`config.mk`:
```
export PLATFORM = sky130hd
export DESIGN_NAME = exp_req_sched
export DESIGN_NICKNAME = d
export VERILOG_FILES = /design/src/rtl/exp_req_sched.sv
export SDC_FILE = /design/constraint.sdc
export NUM_CORES = 1
export LEC_CHECK = 0
export CAP_MARGIN = 20
export CORE_ASPECT_RATIO = 0.8
export CORE_MARGIN = 5
export CORE_UTILIZATION = 48
export CTS_BUF_LIST = sky130_fd_sc_hd__clkbuf_16
export DETAILED_ROUTE_END_ITERATION = 10
export PLACE_DENSITY = 0.89
export SETUP_SLACK_MARGIN = 0.5
export SYNTH_ARGS = -nofsm -noshare
export SYNTH_HDL_FRONTEND = slang
export SYNTH_SLANG_ARGS = --single-unit
```
`constraint.sdc`:
```
create_clock -name clk -period 6.85 [get_ports clk]
set_clock_uncertainty 0.15 [all_clocks]
set_input_delay 1.37 -clock clk [delete_from_list [all_inputs] [get_ports clk]]
set_output_delay 1.37 -clock clk [all_outputs]
set_load 0.01 [all_outputs]
```
`src/rtl/exp_req_sched.sv`:
```
// exp_req_sched: round-robin sharing of one pipelined exp unit among N_REQ requesters
module exp_req_sched #(
  parameter int N_REQ   = 4,
  parameter int wTn     = 6,
  parameter int wTd     = 6,
  parameter int wRES    = 8,
  parameter int EXP_LAT = 8,
  parameter int MAX_OUT = 2
) (
  input  logic                   clk,
  input  logic                   reset,
  input  logic [N_REQ-1:0]       req_valid,
  output logic [N_REQ-1:0]       req_ready,
  input  logic [N_REQ*wTn-1:0]   req_tn,
  input  logic [N_REQ*wTd-1:0]   req_td,
  output logic                   exp_req,
  output logic [wTn-1:0]         exp_tn,
  output logic [wTd-1:0]         exp_td,
  input  logic [wRES-1:0]        exp_result,
  output logic [N_REQ-1:0]       rsp_valid,
  output logic [wRES-1:0]        rsp_result,
  output logic                   idle
);
  localparam int PW = $clog2(N_REQ);
  localparam int CW = $clog2(MAX_OUT + 1);
  logic [PW-1:0]    ptr, g, idx;
  logic [CW-1:0]    cnt [N_REQ];
  logic [N_REQ-1:0] elig, busy;
  logic [EXP_LAT:0] tag_v;
  logic [PW-1:0]    tag_i [EXP_LAT+1];
  logic             hit;
  // a credit returning this cycle may be reused at once, so a full requester can still issue
  always_comb begin
    elig = '0;
    busy = '0;
    for (int i = 0; i < N_REQ; i++) begin
      elig[i] = req_valid[i] & ((cnt[i] < CW'(MAX_OUT)) | rsp_valid[i]);
      busy[i] = cnt[i] != '0;
    end
  end
  // grant the first eligible requester at or after ptr, wrapping around
  always_comb begin
    req_ready = '0;
    g = '0;
    idx = '0;
    hit = 1'b0;
    for (int k = 0; k < N_REQ; k++) begin
      idx = PW'((int'(ptr) + k) % N_REQ);
      if (!hit && elig[idx]) begin
        hit = 1'b1;
        g = idx;
      end
    end
    req_ready[g] = hit;
  end
  // register the accepted operands toward the exp unit and advance the pointer past the winner
  always_ff @(posedge clk) begin
    if (reset) begin
      ptr <= '0;
      exp_req <= 1'b0;
      exp_tn <= '0;
      exp_td <= '0;
    end else begin
      exp_req <= hit;
      if (hit) begin
        ptr <= (int'(g) == N_REQ - 1) ? '0 : g + 1'b1;
        exp_tn <= req_tn[g*wTn +: wTn];
        exp_td <= req_td[g*wTd +: wTd];
      end
    end
  end
  // owner tags travel alongside the exp pipeline and steer each result back to its requester
  always_ff @(posedge clk) begin
    if (reset) begin
      tag_v <= '0;
      rsp_valid <= '0;
      rsp_result <= '0;
      for (int k = 0; k <= EXP_LAT; k++) tag_i[k] <= '0;
    end else begin
      tag_v <= {tag_v[EXP_LAT-1:0], hit};
      tag_i[0] <= g;
      for (int k = 1; k <= EXP_LAT; k++) tag_i[k] <= tag_i[k-1];
      rsp_valid <= tag_v[EXP_LAT] ? N_REQ'(1) << tag_i[EXP_LAT] : '0;
      rsp_result <= tag_v[EXP_LAT] ? exp_result : rsp_result;
    end
  end
  // outstanding count per requester: up on accept, down on response
  always_ff @(posedge clk) begin
    for (int i = 0; i < N_REQ; i++)
      cnt[i] <= reset ? '0 : cnt[i] + CW'(req_ready[i]) - CW'(rsp_valid[i]);
  end
  assign idle = ~|tag_v & ~|busy & ~|req_valid & ~exp_req;
endmodule

```
# Word level (Yosys, flattened, before mapping)
# Memories as Yosys holds them, arrays and structs flattened.
# Index checks and enable logic that the tools add are counted.
# totals
regBits,36
ram_bits,26
in_bits,62
out_inout_bits,30
word_cells,112
memories,2
# memory_table
memory,depth,width,rd,rd_ports_with_merged_regs,write_ports,line,source
tag_i,9,2,9,0,9,30,logic [PW-1:0] tag_i [EXP_LAT+1];
cnt,4,2,4,0,4,27,logic [CW-1:0] cnt [N_REQ];
# op_classes
addsub,12
n_mul,1
n_lt_le_gt_ge,10
n_eq_ne,1
shift,3
n_mux,35
bitwise_logic,23
n_reduce_logical,18
# ops
cell,n
$shiftx A24 B6 Y6,2
$mux W2,18
$lt A2 B3 Y1 const B,5
$or A1 B1 Y1,13
$mux W1,12
$reduce_or A9 Y1,1
$add A2 B1 Y2,4
$bmux W1 S2,4
$lt A2 B2 Y1 const B,4
$reduce_bool A2 Y1,4
$reduce_or A4 Y1,2
$sub A2 B1 Y2,4
$and A1 B1 Y1,7
$logic_not A1 Y1,6
$add A2 B1 Y2 const B,2
$add A2 B2 Y2 const B,2
$and A4 B4 Y4,1
$logic_and A1 B1 Y1,4
$mul A2 B2 Y4 const B,1
$shl A1 B2 Y4 const A,1
$demux W1 S2,1
$eq A2 B1 Y1 const B,1
$ge A2 B1 Y1 const B,1
$not A1 Y1,2
$reduce_or A2 Y1,1

# Depth between registers and ports, before layout
# Gate-level depths: netlist (run 1).
# An unclocked memory read counts as a cell.
# logic_depth
depth_word,24
depth_mapped,12
depth_no_buf,11

# Worst setup path before layout (run 1)
# OpenSTA, ideal clock, no wires.
# synth_path
path_type,input port to output port
start,input port req_valid[0]
end,output port req_ready[1]
arrival_time_ns,2.508
required_ns,5.330
path_slack_ns,2.822
cell_stages,7
n_path_buf,2
path_cell_list,a32o_1 > a21oi_1 > buf_2 > buf_4 > inv_1 > ha_1 > nor2b_1
# synth_between
elab_chain_len,18
word_cells_on_any_way,29
classes_between,order compare: 2; mux: 18; bitwise: 2; reduce/logical: 7
# synth_lines
item,line,source
"start, declared",12,"input logic [N_REQ-1:0] req_valid,"
$and A1 B1 Y1 (*),37,elig[i] = req_valid[i] & ((cnt[i] < CW'(MAX_OUT)) | rsp_valid[i]);
$bmux W1 S2,49,if (!hit && elig[idx]) begin
$mux W1 (implied by the code),49,
$mux W1,49,
$logic_not A1 Y1,49,
$logic_and A1 B1 Y1,49,
$mux W1,49,
$logic_not A1 Y1,49,
[... 3 more ...],--,
$logic_and A1 B1 Y1,49,
$mux W2 (*),49,
named net g[1],26,"logic [PW-1:0] ptr, g, idx;"
$lt A2 B3 Y1 (implied by the code) / $ge A2 B1 Y1 (equally long branches),54,req_ready[g] = hit;
$logic_and A1 B1 Y1 (implied by the code),54,
$mux W1 (implied by the code),54,
$demux W1 S2 (*),54,
$and A4 B4 Y4 (no source line) (*),--,
"end, declared",13,"output logic [N_REQ-1:0] req_ready,"
# The timed path passes the listed nets; every way through them passes the cells marked *. The select of a mux whose other input is x is not followed.

# Worst setup path after layout (run 1)
# layout_path
start,input port req_valid[3]
end,output port req_ready[0]
# layout_between
elab_chain_len,18
word_cells_on_any_way,29
classes_between,order compare: 2; mux: 18; bitwise: 2; reduce/logical: 7
# layout_lines
item,line
$and A1 B1 Y1 (*),37
$bmux W1 S2,49
$mux W1 (implied by the code),49
$mux W1,49
$logic_not A1 Y1,49
$logic_and A1 B1 Y1,49
$mux W1,49
$logic_not A1 Y1,49
[... 2 more ...],--
$logic_not A1 Y1,49
$logic_and A1 B1 Y1,49
$mux W2,49
$lt A2 B3 Y1 (implied by the code) / $ge A2 B1 Y1 (equally long branches),54
$logic_and A1 B1 Y1 (implied by the code),54
$mux W1 (implied by the code),54
$demux W1 S2,54
$and A4 B4 Y4 (no source line) (*),--
# Mark *: on every way between the ends. The rest lies on a longest branch, timed or not. The select of a mux whose other input is x is not followed.

==> out/metrics.csv, run 1 <==
stage;metric;value;unit
outcome;status;finished, final reports clean;
die;dieArea;7100;um2
global_routing;use_met2;0.346;
cts;max-clock-path-buffers;2;
placement;place_hpwl;4850;um
sta;slew_headroom;0.487;
logic_synthesis;synth.top_cells.by_count;dfxtp_1 (61), nor2b_1 (34), mux2i_1 (33);
cts;cts_tree;yes;
die;chipWidth;92.9;um
logic_synthesis;synth_fp_nets;324;
cts;clkSlewWorstSetupHoldPaths;0.05;ns
power;clkPwrFrac;0.329;
logic_synthesis;synth_ff_type;dfxtp_1;
power;power_density;333;nW/um2
worst_setup_path;worstPathMaxFanout;27;
logic_synthesis;avgSynthCellArea;10.6;um2
sta;period_share;0.767;
global_routing;met3_usage;0.0632;
logic_synthesis;yosys-mux-area-fraction;0.125;
worst_setup_path;timing.rr.end;cnt[2][1];
logic_synthesis;synthAdderAreaFrac;0.0568;
final_layout;fillCellCount;393;
sta;max_slew.worst_pin.slew;0.769;ns
cts;clock_latency;0.32;ns
logic_synthesis;netlist_instances;250;
detailed_routing;viasPerCell;5.12;
placement;place_area;3590;um2
logic_synthesis;synth_top_area_frac;0.462;
detailed_routing;drtIter0Drc;75;
sta;fin_crit;5.25;ns
logic_synthesis;synth_xor_area_frac;0.0265;
die;initial_utilization;0.489;
sta;setup_tns;0;ns
die;core-area;5410;um2
worst_hold_path;hold_path_class;reg2reg;
global_routing;grt_use_total;0.196;
logic_synthesis;async_reset_ff_frac;0;
power;power_frac_seq;0.347;
power;peakVddDrop;0.239;mV
cts;clock-sinks;61;
power;leakage;1.56;nW
power;p_sw_frac;0.295;
worst_setup_path;rrSetupSlack;4.10;ns
die;die_h;76.4;um
worst_setup_path;critPathCaptureType;output port;
placement;io_buffers;91;
logic_synthesis;yosys_warnings;0;
worst_hold_path;min-delay-start;tag_i[0][11];
final_layout;final_area;3870;um2
cts;clockRootBuffer;clkbuf_16;
cts;post_cts.resized_instances;0;
logic_synthesis;synth_top_family_by_area;simple AND/OR/NAND/NOR gates;
global_routing;grt.busiest_layer;met2;
final_layout;fin_util;0.717;
final_layout;drive_gt1_frac;0.0809;
global_routing;grt_pass1_vias;2223;
job;max_cap_viol_count;0;
die;rows;24;
sta;fmax;190;MHz
global_routing;antenna_found_initial;0;
worst_setup_path;cp_data_required_time;5.33;ns
cts;cts_htree_levels;3;
placement;gp_congestion;0.798;
worst_setup_path;ff2ff_path_depth;8;
logic_synthesis;synth.most_common_cell;dfxtp_1;
logic_synthesis;synth-simple-area-share;0.193;
worst_hold_path;hold_path_depth;1;
detailed_routing;num_vias;2106;
cts;numCtsBuffers;9;
global_routing;grt_max_degree;59;
detailed_routing;antenna_left;0;
detailed_routing;firstDrtPassIters;4;
detailed_routing;drc;0;
logic_synthesis;synth.distinct_cells;34;
detailed_routing;wl_per_cell;16.0;um
power;p_int;0.910;mW
logic_synthesis;yosys_register_bits;61;
cts;hold_buffers;0;
sta;drv_slew;0;
logic_synthesis;synth_area;2640;um2
power;power_switching;0.381;mW
logic_synthesis;synth_edf_count;0;
logic_synthesis;synth_area_leaders;dfxtp_1 (46%), mux2i_1 (13%), nor2b_1 (8.1%);
sta;setup_viol;0;
worst_setup_path;reg2reg_from;rsp_valid[2];
cts;post_cts_buffers;0;
sta;rsz0062_at_grt;false;
global_routing;grtUsageMet1;0.224;
worst_setup_path;crit_path_start_kind;input pin;
final_layout;fin_nets;415;
final_layout;areaGrowthSynthToFinish;46.7;%
worst_setup_path;worstPathArrival;3.73;ns
final_layout;antennaDiodeCount;0;
logic_synthesis;synth-seq-area-share;0.462;
logic_synthesis;synth_top_area_cell;dfxtp_1;
power;power;1.29;mW
power;combPwrFrac;0.324;
global_routing;grt_pass1_wl;10800;um
worst_setup_path;worstSetupPathType;in2out;
global_routing;gr-total-overflow;0;
die;io_pins;92;
sta;hold_viol;0;
detailed_routing;totalWireLength;6590;um
worst_hold_path;holdPathEnd;tag_i[0][13];
logic_synthesis;synth_compound_area_frac;0.0895;
-- cell usage in the layout, fill, tap and decap left out, types with 4 or more instances in the layout --
cell / Yosys / routed
clkbuf_16: 0 / 9
clkdlybuf4s50_1: 0 / 90
dfxtp_1: 61 / 61
ha_1: 12 / 12
inv_1: 14 / 16
mux2i_1: 33 / 33
nand2_1: 5 / 5
nand2b_1: 5 / 5
nand3b_1: 12 / 12
nor2_1: 16 / 16
nor2b_1: 34 / 34
nor4_1: 4 / 4
o221ai_1: 4 / 4
o221ai_2: 9 / 9
xnor2_1: 5 / 5
-- registers in the layout, indices dropped and copies added, names as in the netlist --
signal	count
cnt	8
exp_td	6
exp_tn	6
ptr	2
rsp_result	8
rsp_valid	4
tag_i	18
tag_v	9
-- worst max-delay path, cell delays in order --
cell             delay (ns)
clkdlybuf4s50_1        0.56
o221ai_1               0.19
a21oi_4                0.17
buf_4                  0.40
inv_1                  0.15
ha_1                   0.21
nor2b_1                0.15
clkdlybuf4s50_1        0.53
-- power by group through the flow --
stage	Clock (mW)	Combinational, mW	Sequential [mW]
after floorplan	0	0.242	0.459
after global placement	0	0.408	0.454
after detailed placement	0	0.419	0.454
after CTS	0.432	0.423	0.448
after global routing	0.449	0.458	0.455
final	0.425	0.418	0.448
-- cells by family after synthesis --
kind of cell | after synthesis
buffers and inverters | 28
AO/OA/AOI/OAI | 22
flip-flops | 61
AND/OR/NAND/NOR | 86
adder cells (fa/ha/maj) | 12
multiplexers | 33
XOR/XNOR | 8
-- routing by layer --
layer | vias to the layer above | wire length (um) | share of wire
li1 | 1051 | - | -
met1 | 989 | 2690 | 0.41
met2 | 53 | 3460 | 0.52
met3 | 13 | 351 | 0.053
met4 | 0 | 96 | 0.015
met5 | - | 0 | 0
-- worst max-delay path by stage --
stage                            start  slack (ns)      endpoint  cells past startpoint
after detailed placement  req_valid[3]        1.59  req_ready[1]                      8
after global placement    req_valid[3]        1.65  req_ready[0]                      8
after CTS                 req_valid[3]        1.58  req_ready[1]                      8
final                     req_valid[3]        1.60  req_ready[0]                      8
after global routing      req_valid[3]        1.45  req_ready[0]                      8
after floorplan           req_valid[0]        2.82  req_ready[1]                      7
-- layout make-up --
class / count / area [um2] / area share
clock inverter: 7 / 58.8 / 0.0152
multi-input combinational: 161 / 1310 / 0.337
clock buffer: 9 / 225 / 0.0581
sequential: 61 / 1220 / 0.315
tap: 65 / 81.3 / 0.0210
inverter: 14 / 52.6 / 0.0136
timing repair buffer: 94 / 928 / 0.240
-- metrics by stage --
step                hold slack [ns]  cells  setup slack, ns
floorplan                     0.264    250             2.82
global placement              0.269    395             1.65
detailed placement            0.274    395             1.59
CTS                           0.292    411             1.58
global route                  0.309    411             1.45
finish                        0.285    411             1.60
(Power assumes the default switching activity.)
==> run 2: changes to the inputs <==
CORE_UTILIZATION = 41   (was 48)
PLACE_DENSITY = 0.82   (was 0.89)
clock period = 4.6 ns   (was 6.85 ns; I/O delays follow)
==> run 2 against run 1 <==
Combinational power grew 50%; design area rose by 1.1%; clock power increased by 46%; count of clock-buffer cells in the layout stayed put; final cell count up 4.6%; critical endpoint is now req_ready[1]; largest cell class unchanged.
==> out/metrics.csv, run 2 (same netlist as run 1, synthesis figures left out) <==
stage;metric;value;unit;change
placement;place_area;3610;um2;+0.66%
sta;setup_tns;0;ns;unchanged
worst_setup_path;crit_path_start_kind;input pin;;
power;peakVddDrop;0.212;mV;-11%
final_layout;mostFrequentLayoutCells;clkdlybuf4s50_1 (87), dfxtp_1 (61), nor2b_1 (34);;
global_routing;grt_pass1_wl;10700;um;-1.6%
final_layout;largest_register;tag_i;;
cts;cts_tree;yes;;
final_layout;final_area;3920;um2;+1.1%
detailed_routing;viasPerCell;5.04;;-1.7%
final_layout;largestRegisters;tag_i (18), tag_v (9);;
global_routing;grt_max_degree;59;;unchanged
placement;gp_congestion;0.906;;+14%
worst_setup_path;worstSetupPathType;in2out;;
detailed_routing;num_vias;2166;;+2.8%
detailed_routing;wl_per_cell;15.2;um;-5.3%
final_layout;areaGrowthSynthToFinish;48.3;%;
detailed_routing;firstDrtPassIters;4;;unchanged
worst_setup_path;worstPathMaxFanout;4;;-85%
global_routing;gr-total-overflow;0;;unchanged
sta;fin_crit;4.02;ns;
sta;rsz0062_at_grt;false;;
die;rows;26;;+8.3%
cts;numCtsBuffers;9;;unchanged
die;io_pins;92;;unchanged
worst_setup_path;worstPathCellList;clkdlybuf4s50_1, inv_1, o311ai_1, a22o_1, nor2_4, ha_1, nor2b_1, clkdlybuf4s50_1;;
placement;io_buffers;91;;unchanged
sta;drv_slew;0;;unchanged
placement;place_hpwl;4730;um;-2.5%
cts;clockRootBuffer;clkbuf_16;;
final_layout;drive_gt1_frac;0.0867;;+0.00578
die;initial_utilization;0.419;;-0.0701
final_layout;antennaDiodeCount;0;;unchanged
worst_hold_path;hold_path_class;reg2reg;;
cts;max-clock-path-buffers;2;;unchanged
power;power_density;490;nW/um2;+47%
worst_setup_path;critical-path-top-delay-family;buffers and inverters;;
sta;period_share;0.874;;
cts;clkSlewWorstSetupHoldPaths;0.05;ns;about the same
die;die_h;81.8;um;+7.1%
cts;clock_latency;0.32;ns;about the same
global_routing;grt_pass1_vias;2254;;+1.4%
sta;setup_viol;0;;unchanged
worst_setup_path;rrSetupSlack;2.12;ns;-1.98 ns
sta;hold_viol;0;;unchanged
cts;clock-sinks;61;;unchanged
detailed_routing;totalWireLength;6530;um;-0.88%
worst_setup_path;crit_path_max_incr_delay;0.55;ns;about the same
sta;max_slew.worst_pin.slew;0.942;ns;+0.173 ns
final_layout;layout_commonest_cell;clkdlybuf4s50_1;;
worst_setup_path;worstPathArrival;2.95;ns;-0.78 ns
cts;cts_htree_levels;3;;unchanged
outcome;status;finished, final reports clean;;
worst_setup_path;crit_buf_inv;3;;-1
worst_setup_path;crit_slowest_cell;clkdlybuf4s50_1;;
global_routing;antenna_found_initial;0;;unchanged
die;dieArea;8160;um2;+15%
power;leakage;1.58;nW;+1.3%
job;max_cap_viol_count;0;;unchanged
global_routing;grt_use_total;0.168;;-0.0286
sta;slew_headroom;0.372;;-0.115
die;chipWidth;99.7;um;+7.3%
sta;fmax;249;MHz;
worst_setup_path;cpMostUsedCell;clkdlybuf4s50_1;;
worst_setup_path;critPathCaptureType;output port;;
final_layout;largest_reg_flops;18;;unchanged
final_layout;fin_nets;416;;+0.24%
detailed_routing;drc;0;;unchanged
die;core-area;6310;um2;+17%
detailed_routing;antenna_left;0;;unchanged
worst_setup_path;cp_data_required_time;3.53;ns;-1.80 ns
detailed_routing;drtIter0Drc;90;;+20%
[run 2: area by class of cell]
| cell class | count | area (um2) |
|---|---|---|
| Clock buffer | 9 | 225 |
| Timing Repair Buffer | 95 | 936 |
| Multi-Input combinational cell | 161 | 1320 |
| Clock inverter | 6 | 56.3 |
| Sequential cell | 61 | 1220 |
| Tap cell | 84 | 105 |
| Fill cell | 519 | 2390 |
| Inverter | 14 | 52.6 |
[run 2: what timing repair did]
item                       in CTS  in global routing
setup endpoints to repair       4                  4
hold buffers                    0                  0
gates resized for setup         3                  3
hold endpoints to repair        0                  0
buffers inserted                1                  0
pin swaps                       1                  0
[run 2: power breakdown]
group | leakage (nW) | internal (mW) | switching (mW)
Sequential | 0.498 | 0.615 | 0.0559
Clock | 0.134 | 0.409 | 0.212
Combinational | 0.951 | 0.332 | 0.295
Total | 1.58 | 1.35 | 0.562
[run 2: path summary, 6_finish.rpt]
| check | startpoint | end | cells past startpoint |
|---|---|---|---|
| setup / recovery | req_valid[2] | req_ready[1] | 8 |
| setup reg to reg | rsp_valid[3] | cnt[2][1] | 11 |
| hold reg to reg | tag_i[0][0] | tag_i[0][2] | 1 |
| hold / removal | tag_i[0][0] | tag_i[0][2] | 1 |
[run 2: through the flow]
step	hold slack [ns]	utilization	power [mW]	worst slack, ns	std cells
after global placement	0.268	0.573	1.28	0.487	414
after global routing	0.305	0.621	2.03	0.525	430
final	0.284	0.621	1.92	0.577	430
after floorplan	0.264	-	1.04	1.47	250
after CTS	0.289	0.619	1.93	0.531	430
after detailed placement	0.278	0.573	1.30	0.410	414
[run 2: routing by layer]
layer / share of wire / track usage / vias to the layer above
li1: - / - / 1054
met1: 0.43 / 0.194 / 1006
met2: 0.48 / 0.285 / 90
met3: 0.070 / 0.0679 / 16
met4: 0.019 / 0.0559 / 0
met5: 0 / 0 / -
